**src/rtl/rvfi_commit_buffer_if.sv**
```systemverilog
// Retire-side, load-completion and RVFI output signals of the commit buffer.
// master = core/monitor side, slave = the buffer itself.
interface rvfi_commit_buffer_if #(
    parameter int DEPTH   = 4,
    parameter int ORDER_W = 64
) ();
    localparam int TAG_W = $clog2(DEPTH);

    logic               in_valid;
    logic               in_ready;
    logic [TAG_W-1:0]   in_tag;
    logic               in_pending;
    logic [31:0]        in_inst, in_pc_rdata, in_pc_wdata;
    logic [4:0]         in_rs1_addr, in_rs2_addr, in_rd_addr;
    logic [31:0]        in_rs1_rdata, in_rs2_rdata, in_rd_wdata;
    logic [31:0]        in_mem_addr, in_mem_wdata;
    logic [3:0]         in_mem_rmask, in_mem_wmask;

    logic               ld_valid;
    logic [TAG_W-1:0]   ld_tag;
    logic [31:0]        ld_mem_rdata, ld_rd_wdata;

    logic               rvfi_valid;
    logic [ORDER_W-1:0] rvfi_order;
    logic [31:0]        rvfi_inst, rvfi_pc_rdata, rvfi_pc_wdata;
    logic [4:0]         rvfi_rs1_addr, rvfi_rs2_addr, rvfi_rd_addr;
    logic [31:0]        rvfi_rs1_rdata, rvfi_rs2_rdata, rvfi_rd_wdata;
    logic [31:0]        rvfi_mem_addr, rvfi_mem_wdata, rvfi_mem_rdata;
    logic [3:0]         rvfi_mem_rmask, rvfi_mem_wmask;
    logic               rvfi_halt;
    logic               proto_err;

    modport master (
        output in_valid, in_pending, in_inst, in_pc_rdata, in_pc_wdata,
               in_rs1_addr, in_rs2_addr, in_rd_addr, in_rs1_rdata, in_rs2_rdata, in_rd_wdata,
               in_mem_addr, in_mem_wdata, in_mem_rmask, in_mem_wmask,
               ld_valid, ld_tag, ld_mem_rdata, ld_rd_wdata,
        input  in_ready, in_tag,
               rvfi_valid, rvfi_order, rvfi_inst, rvfi_pc_rdata, rvfi_pc_wdata,
               rvfi_rs1_addr, rvfi_rs2_addr, rvfi_rd_addr, rvfi_rs1_rdata, rvfi_rs2_rdata, rvfi_rd_wdata,
               rvfi_mem_addr, rvfi_mem_wdata, rvfi_mem_rdata, rvfi_mem_rmask, rvfi_mem_wmask,
               rvfi_halt, proto_err
    );

    modport slave (
        input  in_valid, in_pending, in_inst, in_pc_rdata, in_pc_wdata,
               in_rs1_addr, in_rs2_addr, in_rd_addr, in_rs1_rdata, in_rs2_rdata, in_rd_wdata,
               in_mem_addr, in_mem_wdata, in_mem_rmask, in_mem_wmask,
               ld_valid, ld_tag, ld_mem_rdata, ld_rd_wdata,
        output in_ready, in_tag,
               rvfi_valid, rvfi_order, rvfi_inst, rvfi_pc_rdata, rvfi_pc_wdata,
               rvfi_rs1_addr, rvfi_rs2_addr, rvfi_rd_addr, rvfi_rs1_rdata, rvfi_rs2_rdata, rvfi_rd_wdata,
               rvfi_mem_addr, rvfi_mem_wdata, rvfi_mem_rdata, rvfi_mem_rmask, rvfi_mem_wmask,
               rvfi_halt, proto_err
    );
endinterface

```
**src/rtl/rvfi_commit_buffer.sv**
```systemverilog
// In-order RVFI retirement buffer: holds packets until their load data arrives,
// then emits them one per cycle with a sequential order number and sticky halt.
module rvfi_commit_buffer #(
    parameter int DEPTH   = 4,
    parameter int ORDER_W = 64
) (
    input  logic                 clk,
    input  logic                 rst_n,
    rvfi_commit_buffer_if.slave  bus
);
    localparam int PTR_W = $clog2(DEPTH);
    localparam logic [PTR_W:0] FULL = (PTR_W+1)'(DEPTH);

    typedef struct packed {
        logic [31:0] inst, pc_rdata, pc_wdata;
        logic [4:0]  rs1_addr, rs2_addr, rd_addr;
        logic [31:0] rs1_rdata, rs2_rdata, rd_wdata;
        logic [31:0] mem_addr, mem_wdata;
        logic [3:0]  mem_rmask, mem_wmask;
        logic [31:0] mem_rdata;
    } rvfi_t;

    typedef struct packed {
        rvfi_t f;
        logic  done;
    } entry_t;

    entry_t             mem [DEPTH];
    logic [PTR_W-1:0]   wr_ptr, rd_ptr, ld_off;
    logic [PTR_W:0]     count;
    logic [ORDER_W-1:0] order_cnt;
    logic               halt, err, out_valid;
    rvfi_t              out_q, out_n;
    entry_t             head, in_entry;
    logic               accept, commit, ld_alloc, ld_bad, ld_wr, pend_bad, halt_hit;

    assign head     = mem[rd_ptr];
    assign bus.in_ready = (count != FULL) && !halt;
    assign bus.in_tag   = wr_ptr;
    assign accept   = bus.in_valid && bus.in_ready;
    assign commit   = (count != '0) && head.done && !halt;

    // Entry is live iff its distance from the head is below the occupancy.
    assign ld_off   = bus.ld_tag - rd_ptr;
    assign ld_alloc = ({1'b0, ld_off} < count);
    assign ld_bad   = bus.ld_valid &&
                      (!ld_alloc || mem[bus.ld_tag].done || (accept && bus.ld_tag == wr_ptr));
    assign ld_wr    = bus.ld_valid && !ld_bad && !halt;
    assign pend_bad = accept && bus.in_pending && (bus.in_mem_rmask == 4'd0);
    assign halt_hit = (head.f.pc_rdata == head.f.pc_wdata) ||
                      (head.f.inst == 32'h0000_0063) || (head.f.inst == 32'h0000_006f);

    always_comb begin
        in_entry             = '0;
        in_entry.f.inst      = bus.in_inst;
        in_entry.f.pc_rdata  = bus.in_pc_rdata;
        in_entry.f.pc_wdata  = bus.in_pc_wdata;
        in_entry.f.rs1_addr  = bus.in_rs1_addr;
        in_entry.f.rs2_addr  = bus.in_rs2_addr;
        in_entry.f.rd_addr   = bus.in_rd_addr;
        in_entry.f.rs1_rdata = bus.in_rs1_rdata;
        in_entry.f.rs2_rdata = bus.in_rs2_rdata;
        in_entry.f.rd_wdata  = bus.in_rd_wdata;
        in_entry.f.mem_addr  = bus.in_mem_addr;
        in_entry.f.mem_wdata = bus.in_mem_wdata;
        in_entry.f.mem_rmask = bus.in_mem_rmask;
        in_entry.f.mem_wmask = bus.in_mem_wmask;
        in_entry.done        = !bus.in_pending;
    end

    // Zero values the monitor must not see for x0 / masked-off reads.
    always_comb begin
        out_n = head.f;
        if (head.f.rs1_addr == 5'd0)   out_n.rs1_rdata = '0;
        if (head.f.rs2_addr == 5'd0)   out_n.rs2_rdata = '0;
        if (head.f.rd_addr == 5'd0)    out_n.rd_wdata  = '0;
        if (head.f.mem_rmask == 4'd0)  out_n.mem_rdata = '0;
    end

    always_ff @(posedge clk or negedge rst_n) begin
        if (!rst_n) begin
            for (int i = 0; i < DEPTH; i++) mem[i] <= '0;
        end else begin
            if (accept) mem[wr_ptr] <= in_entry;
            if (ld_wr) begin
                mem[bus.ld_tag].f.mem_rdata <= bus.ld_mem_rdata;
                mem[bus.ld_tag].f.rd_wdata  <= bus.ld_rd_wdata;
                mem[bus.ld_tag].done        <= 1'b1;
            end
        end
    end

    always_ff @(posedge clk or negedge rst_n) begin
        if (!rst_n) begin
            wr_ptr    <= '0;
            rd_ptr    <= '0;
            count     <= '0;
            order_cnt <= '0;
            halt      <= 1'b0;
            err       <= 1'b0;
            out_valid <= 1'b0;
            out_q     <= '0;
        end else begin
            if (accept) wr_ptr <= wr_ptr + 1'b1;
            if (accept && !commit)      count <= count + 1'b1;
            else if (!accept && commit) count <= count - 1'b1;
            if (ld_bad || pend_bad) err <= 1'b1;
            out_valid <= commit;
            if (commit) begin
                out_q     <= out_n;
                rd_ptr    <= rd_ptr + 1'b1;
                order_cnt <= order_cnt + 1'b1;
                if (halt_hit) halt <= 1'b1;
            end
        end
    end

    // rvfi_order is the counter value before the commit's increment.
    logic [ORDER_W-1:0] order_q;
    always_ff @(posedge clk or negedge rst_n) begin
        if (!rst_n)      order_q <= '0;
        else if (commit) order_q <= order_cnt;
    end

    assign bus.rvfi_valid     = out_valid;
    assign bus.rvfi_order     = order_q;
    assign bus.rvfi_inst      = out_q.inst;
    assign bus.rvfi_pc_rdata  = out_q.pc_rdata;
    assign bus.rvfi_pc_wdata  = out_q.pc_wdata;
    assign bus.rvfi_rs1_addr  = out_q.rs1_addr;
    assign bus.rvfi_rs2_addr  = out_q.rs2_addr;
    assign bus.rvfi_rd_addr   = out_q.rd_addr;
    assign bus.rvfi_rs1_rdata = out_q.rs1_rdata;
    assign bus.rvfi_rs2_rdata = out_q.rs2_rdata;
    assign bus.rvfi_rd_wdata  = out_q.rd_wdata;
    assign bus.rvfi_mem_addr  = out_q.mem_addr;
    assign bus.rvfi_mem_wdata = out_q.mem_wdata;
    assign bus.rvfi_mem_rdata = out_q.mem_rdata;
    assign bus.rvfi_mem_rmask = out_q.mem_rmask;
    assign bus.rvfi_mem_wmask = out_q.mem_wmask;
    assign bus.rvfi_halt      = halt;
    assign bus.proto_err      = err;
endmodule

```
**src/flat_wrapper.sv**
```systemverilog
// flat-port wrapper written by rule: the top's interface ports become plain ports
module rvfi_commit_buffer_flat 
#(
    parameter int DEPTH   = 4,
    parameter int ORDER_W = 64
)
  (clk, rst_n, bus_in_valid, bus_in_pending, bus_in_inst, bus_in_pc_rdata, bus_in_pc_wdata, bus_in_rs1_addr, bus_in_rs2_addr, bus_in_rd_addr, bus_in_rs1_rdata, bus_in_rs2_rdata, bus_in_rd_wdata, bus_in_mem_addr, bus_in_mem_wdata, bus_in_mem_rmask, bus_in_mem_wmask, bus_ld_valid, bus_ld_tag, bus_ld_mem_rdata, bus_ld_rd_wdata, bus_in_ready, bus_in_tag, bus_rvfi_valid, bus_rvfi_order, bus_rvfi_inst, bus_rvfi_pc_rdata, bus_rvfi_pc_wdata, bus_rvfi_rs1_addr, bus_rvfi_rs2_addr, bus_rvfi_rd_addr, bus_rvfi_rs1_rdata, bus_rvfi_rs2_rdata, bus_rvfi_rd_wdata, bus_rvfi_mem_addr, bus_rvfi_mem_wdata, bus_rvfi_mem_rdata, bus_rvfi_mem_rmask, bus_rvfi_mem_wmask, bus_rvfi_halt, bus_proto_err);
  rvfi_commit_buffer_if #(.DEPTH(DEPTH), .ORDER_W(ORDER_W)) bus_i ();
  input  logic clk;
  input  logic rst_n;
  input wire logic [$bits(bus_i.in_valid)-1:0] bus_in_valid;
  input wire logic [$bits(bus_i.in_pending)-1:0] bus_in_pending;
  input wire logic [$bits(bus_i.in_inst)-1:0] bus_in_inst;
  input wire logic [$bits(bus_i.in_pc_rdata)-1:0] bus_in_pc_rdata;
  input wire logic [$bits(bus_i.in_pc_wdata)-1:0] bus_in_pc_wdata;
  input wire logic [$bits(bus_i.in_rs1_addr)-1:0] bus_in_rs1_addr;
  input wire logic [$bits(bus_i.in_rs2_addr)-1:0] bus_in_rs2_addr;
  input wire logic [$bits(bus_i.in_rd_addr)-1:0] bus_in_rd_addr;
  input wire logic [$bits(bus_i.in_rs1_rdata)-1:0] bus_in_rs1_rdata;
  input wire logic [$bits(bus_i.in_rs2_rdata)-1:0] bus_in_rs2_rdata;
  input wire logic [$bits(bus_i.in_rd_wdata)-1:0] bus_in_rd_wdata;
  input wire logic [$bits(bus_i.in_mem_addr)-1:0] bus_in_mem_addr;
  input wire logic [$bits(bus_i.in_mem_wdata)-1:0] bus_in_mem_wdata;
  input wire logic [$bits(bus_i.in_mem_rmask)-1:0] bus_in_mem_rmask;
  input wire logic [$bits(bus_i.in_mem_wmask)-1:0] bus_in_mem_wmask;
  input wire logic [$bits(bus_i.ld_valid)-1:0] bus_ld_valid;
  input wire logic [$bits(bus_i.ld_tag)-1:0] bus_ld_tag;
  input wire logic [$bits(bus_i.ld_mem_rdata)-1:0] bus_ld_mem_rdata;
  input wire logic [$bits(bus_i.ld_rd_wdata)-1:0] bus_ld_rd_wdata;
  output wire logic [$bits(bus_i.in_ready)-1:0] bus_in_ready;
  output wire logic [$bits(bus_i.in_tag)-1:0] bus_in_tag;
  output wire logic [$bits(bus_i.rvfi_valid)-1:0] bus_rvfi_valid;
  output wire logic [$bits(bus_i.rvfi_order)-1:0] bus_rvfi_order;
  output wire logic [$bits(bus_i.rvfi_inst)-1:0] bus_rvfi_inst;
  output wire logic [$bits(bus_i.rvfi_pc_rdata)-1:0] bus_rvfi_pc_rdata;
  output wire logic [$bits(bus_i.rvfi_pc_wdata)-1:0] bus_rvfi_pc_wdata;
  output wire logic [$bits(bus_i.rvfi_rs1_addr)-1:0] bus_rvfi_rs1_addr;
  output wire logic [$bits(bus_i.rvfi_rs2_addr)-1:0] bus_rvfi_rs2_addr;
  output wire logic [$bits(bus_i.rvfi_rd_addr)-1:0] bus_rvfi_rd_addr;
  output wire logic [$bits(bus_i.rvfi_rs1_rdata)-1:0] bus_rvfi_rs1_rdata;
  output wire logic [$bits(bus_i.rvfi_rs2_rdata)-1:0] bus_rvfi_rs2_rdata;
  output wire logic [$bits(bus_i.rvfi_rd_wdata)-1:0] bus_rvfi_rd_wdata;
  output wire logic [$bits(bus_i.rvfi_mem_addr)-1:0] bus_rvfi_mem_addr;
  output wire logic [$bits(bus_i.rvfi_mem_wdata)-1:0] bus_rvfi_mem_wdata;
  output wire logic [$bits(bus_i.rvfi_mem_rdata)-1:0] bus_rvfi_mem_rdata;
  output wire logic [$bits(bus_i.rvfi_mem_rmask)-1:0] bus_rvfi_mem_rmask;
  output wire logic [$bits(bus_i.rvfi_mem_wmask)-1:0] bus_rvfi_mem_wmask;
  output wire logic [$bits(bus_i.rvfi_halt)-1:0] bus_rvfi_halt;
  output wire logic [$bits(bus_i.proto_err)-1:0] bus_proto_err;
  assign bus_i.in_valid = bus_in_valid;
  assign bus_i.in_pending = bus_in_pending;
  assign bus_i.in_inst = bus_in_inst;
  assign bus_i.in_pc_rdata = bus_in_pc_rdata;
  assign bus_i.in_pc_wdata = bus_in_pc_wdata;
  assign bus_i.in_rs1_addr = bus_in_rs1_addr;
  assign bus_i.in_rs2_addr = bus_in_rs2_addr;
  assign bus_i.in_rd_addr = bus_in_rd_addr;
  assign bus_i.in_rs1_rdata = bus_in_rs1_rdata;
  assign bus_i.in_rs2_rdata = bus_in_rs2_rdata;
  assign bus_i.in_rd_wdata = bus_in_rd_wdata;
  assign bus_i.in_mem_addr = bus_in_mem_addr;
  assign bus_i.in_mem_wdata = bus_in_mem_wdata;
  assign bus_i.in_mem_rmask = bus_in_mem_rmask;
  assign bus_i.in_mem_wmask = bus_in_mem_wmask;
  assign bus_i.ld_valid = bus_ld_valid;
  assign bus_i.ld_tag = bus_ld_tag;
  assign bus_i.ld_mem_rdata = bus_ld_mem_rdata;
  assign bus_i.ld_rd_wdata = bus_ld_rd_wdata;
  assign bus_in_ready = bus_i.in_ready;
  assign bus_in_tag = bus_i.in_tag;
  assign bus_rvfi_valid = bus_i.rvfi_valid;
  assign bus_rvfi_order = bus_i.rvfi_order;
  assign bus_rvfi_inst = bus_i.rvfi_inst;
  assign bus_rvfi_pc_rdata = bus_i.rvfi_pc_rdata;
  assign bus_rvfi_pc_wdata = bus_i.rvfi_pc_wdata;
  assign bus_rvfi_rs1_addr = bus_i.rvfi_rs1_addr;
  assign bus_rvfi_rs2_addr = bus_i.rvfi_rs2_addr;
  assign bus_rvfi_rd_addr = bus_i.rvfi_rd_addr;
  assign bus_rvfi_rs1_rdata = bus_i.rvfi_rs1_rdata;
  assign bus_rvfi_rs2_rdata = bus_i.rvfi_rs2_rdata;
  assign bus_rvfi_rd_wdata = bus_i.rvfi_rd_wdata;
  assign bus_rvfi_mem_addr = bus_i.rvfi_mem_addr;
  assign bus_rvfi_mem_wdata = bus_i.rvfi_mem_wdata;
  assign bus_rvfi_mem_rdata = bus_i.rvfi_mem_rdata;
  assign bus_rvfi_mem_rmask = bus_i.rvfi_mem_rmask;
  assign bus_rvfi_mem_wmask = bus_i.rvfi_mem_wmask;
  assign bus_rvfi_halt = bus_i.rvfi_halt;
  assign bus_proto_err = bus_i.proto_err;
  rvfi_commit_buffer #(.DEPTH(DEPTH), .ORDER_W(ORDER_W)) u_core (.clk(clk), .rst_n(rst_n), .bus(bus_i));
endmodule
```
**config.mk**
```make
export PLATFORM = sky130hd
export DESIGN_NAME = rvfi_commit_buffer_flat
export DESIGN_NICKNAME = d
export VERILOG_FILES = /design/src/rtl/rvfi_commit_buffer_if.sv /design/src/rtl/rvfi_commit_buffer.sv /design/src/flat_wrapper.sv
export SDC_FILE = /design/constraint.sdc
export NUM_CORES = 2
export LEC_CHECK = 0
export ABC_CLOCK_PERIOD_IN_PS = 6900
export CAP_MARGIN = 20
export CORE_MARGIN = 5
export CORE_UTILIZATION = 62
export CTS_BUF_LIST = sky130_fd_sc_hd__clkbuf_16
export DETAILED_ROUTE_END_ITERATION = 16
export PLACE_DENSITY = 0.86
export SKIP_CTS_REPAIR_TIMING = 1
export SLEW_MARGIN = 0
export SYNTH_ARGS = -nofsm -noshare
export SYNTH_HDL_FRONTEND = slang
export SYNTH_SLANG_ARGS = --single-unit
```
**constraint.sdc**
```tcl
create_clock -name clk -period 6.9 [get_ports clk]
set_input_delay 1.38 -clock clk [delete_from_list [all_inputs] [get_ports clk]]
set_output_delay 1.38 -clock clk [all_outputs]
set_load 0.1 [all_outputs]
```
# --- After elaboration in Yosys (flattened, before gate mapping) ---
# Cells that the tools add are included.
word_totals:
  register_bits: 1697
  in_bits: 350
  output_inout_bits: 381
  elab_cells: 161
op_classes:
  n_addsub: 6
  order_cmp: 6
  eq_ne: 5
  n_mux: 26
  bitwise_logic: 3
  n_reduce_logical: 33
ops:
  columns: ["operator", "count"]
  rows:
  - ["$bwmux 1248", 4]
  - ["$demux 312 s2", 4]
  - ["$mux 1248", 2]
  - ["$bmux 312 s2", 2]
  - ["$mux 312", 3]
  - ["$mux 137", 1]
  - ["$mux 32", 4]
  - ["$add 64x1->64 const B", 1]
  - ["$eq 32x7->1 const B", 2]
  - ["$mux 33", 1]
  - ["$eq 32x32->1", 1]
  - ["$logic_not 5->1", 3]
  - ["$logic_and 1x1->1", 14]
  - ["$ge 3x3->1 const B", 3]
  - ["$not 2->3", 3]
  - ["$logic_not 4->1", 2]
  - ["$logic_not 1->1", 6]
  - ["$lt 3x1->1 const B", 2]
  - ["$mux 3", 2]
  - ["$logic_or 1x1->1", 5]
  - ["$add 2x1->2 const B", 2]
  - ["$add 3x1->3 const B", 1]
  - ["$lt 2x3->1", 1]
  - ["$mux 1", 3]
  - ["other kinds (7)", 7]

# --- Depth between registers and ports, before layout ---
logic_depth:
  word_depth: 11
  depth_mapped: 18
  depth_no_buf: 10

# --- Worst setup path after synthesis ---
# OpenSTA, ideal clock, no wires.
synth_path:
  path_kind: "register to register"
  startpoint: "reg u_core.halt (netlist: u_core.bus.rvfi_halt)"
  endpoint: "reg with a tool-made name"
  setup_time_ps: 65
  t_arrival_ps: 3995
  t_required_ps: 6835
  path_slack_ps: 2840
  stages_incl_launch_ff: 8
  path_buffers: 3
  path_cell_list: "dfrtp_1 -> a21oi_1 -> and3_1 -> clkbuf_1 -> clkbuf_1 -> clkbuf_1 -> nand2_1 -> nand2_1"
synth_rtl:
  columns: ["item", "line_no", "source"]
  rows:
  - ["from (decl)", "rvfi_commit_buffer.sv:32", "logic halt, err, out_valid;"]
  - ["from (signal assigned)", "rvfi_commit_buffer.sv:99", "halt <= 1'b0;"]
  - ["from (signal assigned)", "rvfi_commit_buffer.sv:113", "if (halt_hit) halt <= 1'b1;"]

# --- Worst setup path after layout ---
layout_path:
  startpoint: "in bus_ld_tag[0]"
  endpoint: "reg u_core.mem[127] (netlist bit)"
layout_between:
  elab_chain_len: 11
  elab_cells_between_ends: 26
  cone_classes: "add/sub (1); order compare (3); eq/ne (1); mux (11); bitwise (1); reduce/logical (9)"
layout_lines:
  columns: ["item", "line_no", "source"]
  rows:
  - ["from (decl)", "flat_wrapper.sv:27", "input wire logic [$bits(bus_i.ld_tag)-1:0] bus_ld_tag;"]
  - ["parallel branches: the longest is 10 deep, another holds $lt 2x3->1", null, null]
  - ["$mux 1248 *", "rvfi_commit_buffer.sv:85", "if (ld_wr) begin"]
  - ["to (signal, indexed assignment)", "rvfi_commit_buffer.sv:84", "if (accept) mem[wr_ptr] <= in_entry;"]
  - ["to (decl)", "rvfi_commit_buffer.sv:28", "entry_t mem [DEPTH];"]
# Every way passes the cells marked *. The select of a mux whose other input is x is not followed.
# A chain may end at the register's enable or synchronous reset.

==> run_results.csv <==
group,metric,value,unit
status,status,"finished, final reports clean",
setup_path,crit_arrival,5.45,ns
layout,layout.nets,8548,
setup_path,slowest_stage,"or4_2",
route,ant_nets,0,
clock_network,root_buffer,"clkbuf_16",
sta,finalSetupTns,0,ns
layout,area_growth,19.24,%
min_path,worstHoldPathCells,2,
yosys,avgSynthCellArea,9.528,um^2
sta,rsz0062_at_grt,"no",
route,first_iter_violations,7176,
global_routing,antenna_found_initial,101,
setup_path,worstPathBufferInverterCount,3,
sta,period_share,0.7040,
yosys,async_reset_ff_frac,1.000,
setup_path,cp_cell_sequence,"clkdlybuf4s50_1 -> inv_1 -> ha_1 -> xnor2_1 -> xnor2_1 -> ha_1 -> a21oi_1 -> o221ai_1 -> or4_2 -> buf_4 -> nor2_1 -> a31oi_1",
setup_path,slowest_delay,1.10,ns
placement,place_inst,9549,
yosys,synth_top_area_share,0.5809,
power_and_ir_drop,p_total,47.77,mW
route,drt_drc_violations_left,0,
yosys,yosysTopAreaCell,"dfrtp_1",
placement,place.gp.congestion,0.8472,
yosys,synth_edf_count,0,
floorplan,pin_count,731,
layout,final_util,0.7412,
sta,max_clock_freq,205.9,MHz
floorplan,die-area,124900,um^2
setup_path,path_class,"in2reg",
setup_path,end_kind,"register",
setup_path,rrSetupSlack,2.44,ns
clock_network,clock_sinks,1697,
setup_path,crit_required,7.49,ns
yosys,ys.flop_type,"dfrtp_1",
layout,finalNonFillerCells,9960,
min_path,hp-class,"reg2reg",
clock_network,htreeDepth,4,
floorplan,initial_core_util,0.6216,
sta,setup_viol,0,
floorplan,dieWidth,353.4,um
layout,drive_above_1_share,0.07423,
route,num_vias,59784,
sta,report.final.slew_viol_count,0,
placement,portBuffers,730,
sta,post-route-min-period,4.858,ns
setup_path,cp-start-kind,"input pin",
setup_path,worstPathMaxFanout,68,
clock_network,cts_max_path_buffers,3,
power_and_ir_drop,power_density,548.0,nW/um^2
route,drt-total-wl,224800,um
power_and_ir_drop,power_leakage,43.17,nW
floorplan,dieHeight,353.4,um
floorplan,rows,126,
floorplan,core_area,117600,um^2
global_routing,grt_usage,0.3588,
setup_path,crit_cells,12,
global_routing,grt_max_degree,172,
clock_network,numCtsBuffers,171,
placement,post-dp-hpwl,132600,um
sta,slew_headroom,0.1946,
clock_network,clkTransAtPathRegs,0.06,ns
yosys,ys_warn_count,0,
sta,tightest_slew,1.204,ns
sta,hold_viol,0,
global_routing,grt_pass1_wl,351200,um
global_routing,grt_pass1_vias,62883,
sta,skew,0.02502,ns
yosys,netlist_instances,7672,
yosys,ys_ff_latch,1697,
yosys,syn-cell-area,73100,um^2
layout,mostFrequentLayoutCells,"4267 x nand2_1, 1695 x dfrtp_1, 728 x clkdlybuf4s50_1, 328 x o21ai_0, 291 x mux4_2",
layout,final_common_cell,"nand2_1",
yosys,synth_cell_types,42,
route,wl_per_cell,22.57,um
setup_path,crit_family,"buffers and inverters",
route,viasPerCell,6.002,
yosys,seq_area_frac_synth,0.5809,
clock_network,clkLatencyLatePin,0.77,ns
yosys,synth_nets,8031,
flow_run,maxCapViolations,0,
global_routing,overflow,0,
clock_network,cts_tree,"done",
power_and_ir_drop,irDropWorstVdd,0.7638,mV
layout,fill_cells,7385,
yosys,yosys-top-cells-area,"dfrtp_1 58%, nand2_1 22%, mux4_2 9.0%",
setup_path,r2r_cells,10,
route,firstDrtPassIters,9,
[synth_stat cells, drive strengths merged, types with 2 or more instances]
| cell type | count |
|---|---|
| nand2 | 4271 |
| dfrtp | 1697 |
| clkbuf | 394 |
| o21ai | 332 |
| mux4 | 313 |
| inv | 146 |
| mux2i | 96 |
| buf | 70 |
| xnor2 | 60 |
| nand3 | 55 |
| nor2 | 53 |
| xor2 | 46 |
| a31oi | 34 |
| nand4 | 21 |
| nor4 | 20 |
| and3 | 11 |
| nor3 | 9 |
| ha | 8 |
| and4 | 6 |
| or4 | 5 |
| a211o | 4 |
| and2 | 4 |
| a21oi | 2 |
| nor2b | 2 |
| nor4b | 2 |
| or3 | 2 |
[stage by stage]
step                setup slack [ns]  area [um^2]  hold slack (ns)
floorplan                      2.840        73100           0.4373
global placement               1.575        81470           0.4489
detailed placement             1.399        81490           0.4557
CTS                            2.156        86850           0.4712
global route                   1.920        87120           0.4782
finish                         2.042        87170           0.4658
[where the power goes]
part	switching, mW	leakage, nW	internal, mW
clock	3.98	2.76	5.01
sequential	2.57	21.7	14.1
combinational	15.2	18.8	6.93
total	21.7	43.2	26.0
[layer usage]
| layer | wire length [um] | track usage | part of all wire |
|---|---|---|---|
| met1 | 79270 | 0.4315 | 0.35 |
| met2 | 107000 | 0.5708 | 0.48 |
| met3 | 22640 | 0.09684 | 0.10 |
| met4 | 15690 | 0.2455 | 0.070 |
| met5 | 138 | 0 | 0.00061 |
[final cells by class]
| type | count | area, um^2 | share of cell area |
|---|---|---|---|
| antenna | 98 | 245.2 | 0.002813 |
| clock buffer | 175 | 4379 | 0.05024 |
| clock inverter | 135 | 979.7 | 0.01124 |
| inverter | 147 | 559.3 | 0.006416 |
| multi-input combinational | 5364 | 28280 | 0.3245 |
| sequential | 1697 | 42470 | 0.4873 |
| tap | 1536 | 1922 | 0.02205 |
| timing repair buffer | 808 | 8323 | 0.09548 |
[kinds of logic after synthesis]
logic type      share of synthesized area
simple gates                       0.2336
flops                              0.5809
buf+inv                           0.03368
mux                                0.1109
compound gates                    0.02660
xor+xnor                          0.01270
fa+ha+maj                        0.001643
[worst min-delay path: stages, from the launching register on]
cell and delay (ns):
dfrtp_1 0.33, nand2_1 0.05, nand2_1 0.05
[worst paths after layout]
kind | startpoint | end
min in group asynchronous | rst_n | u_core.bus.rvfi_rd_wdata[2]$_DFFE_PN0P_
worst max register to register | u_core.rd_ptr[0]$_DFFE_PN0P_ | u_core.mem[127]$_DFF_PN0_
max in group asynchronous | rst_n | async pin
worst min register to register | register | register
worst max-delay path | bus_ld_tag[0] | u_core.mem[127]$_DFF_PN0_
worst min-delay path | register | register
No activity file was read; power rests on OpenSTA's default activity.
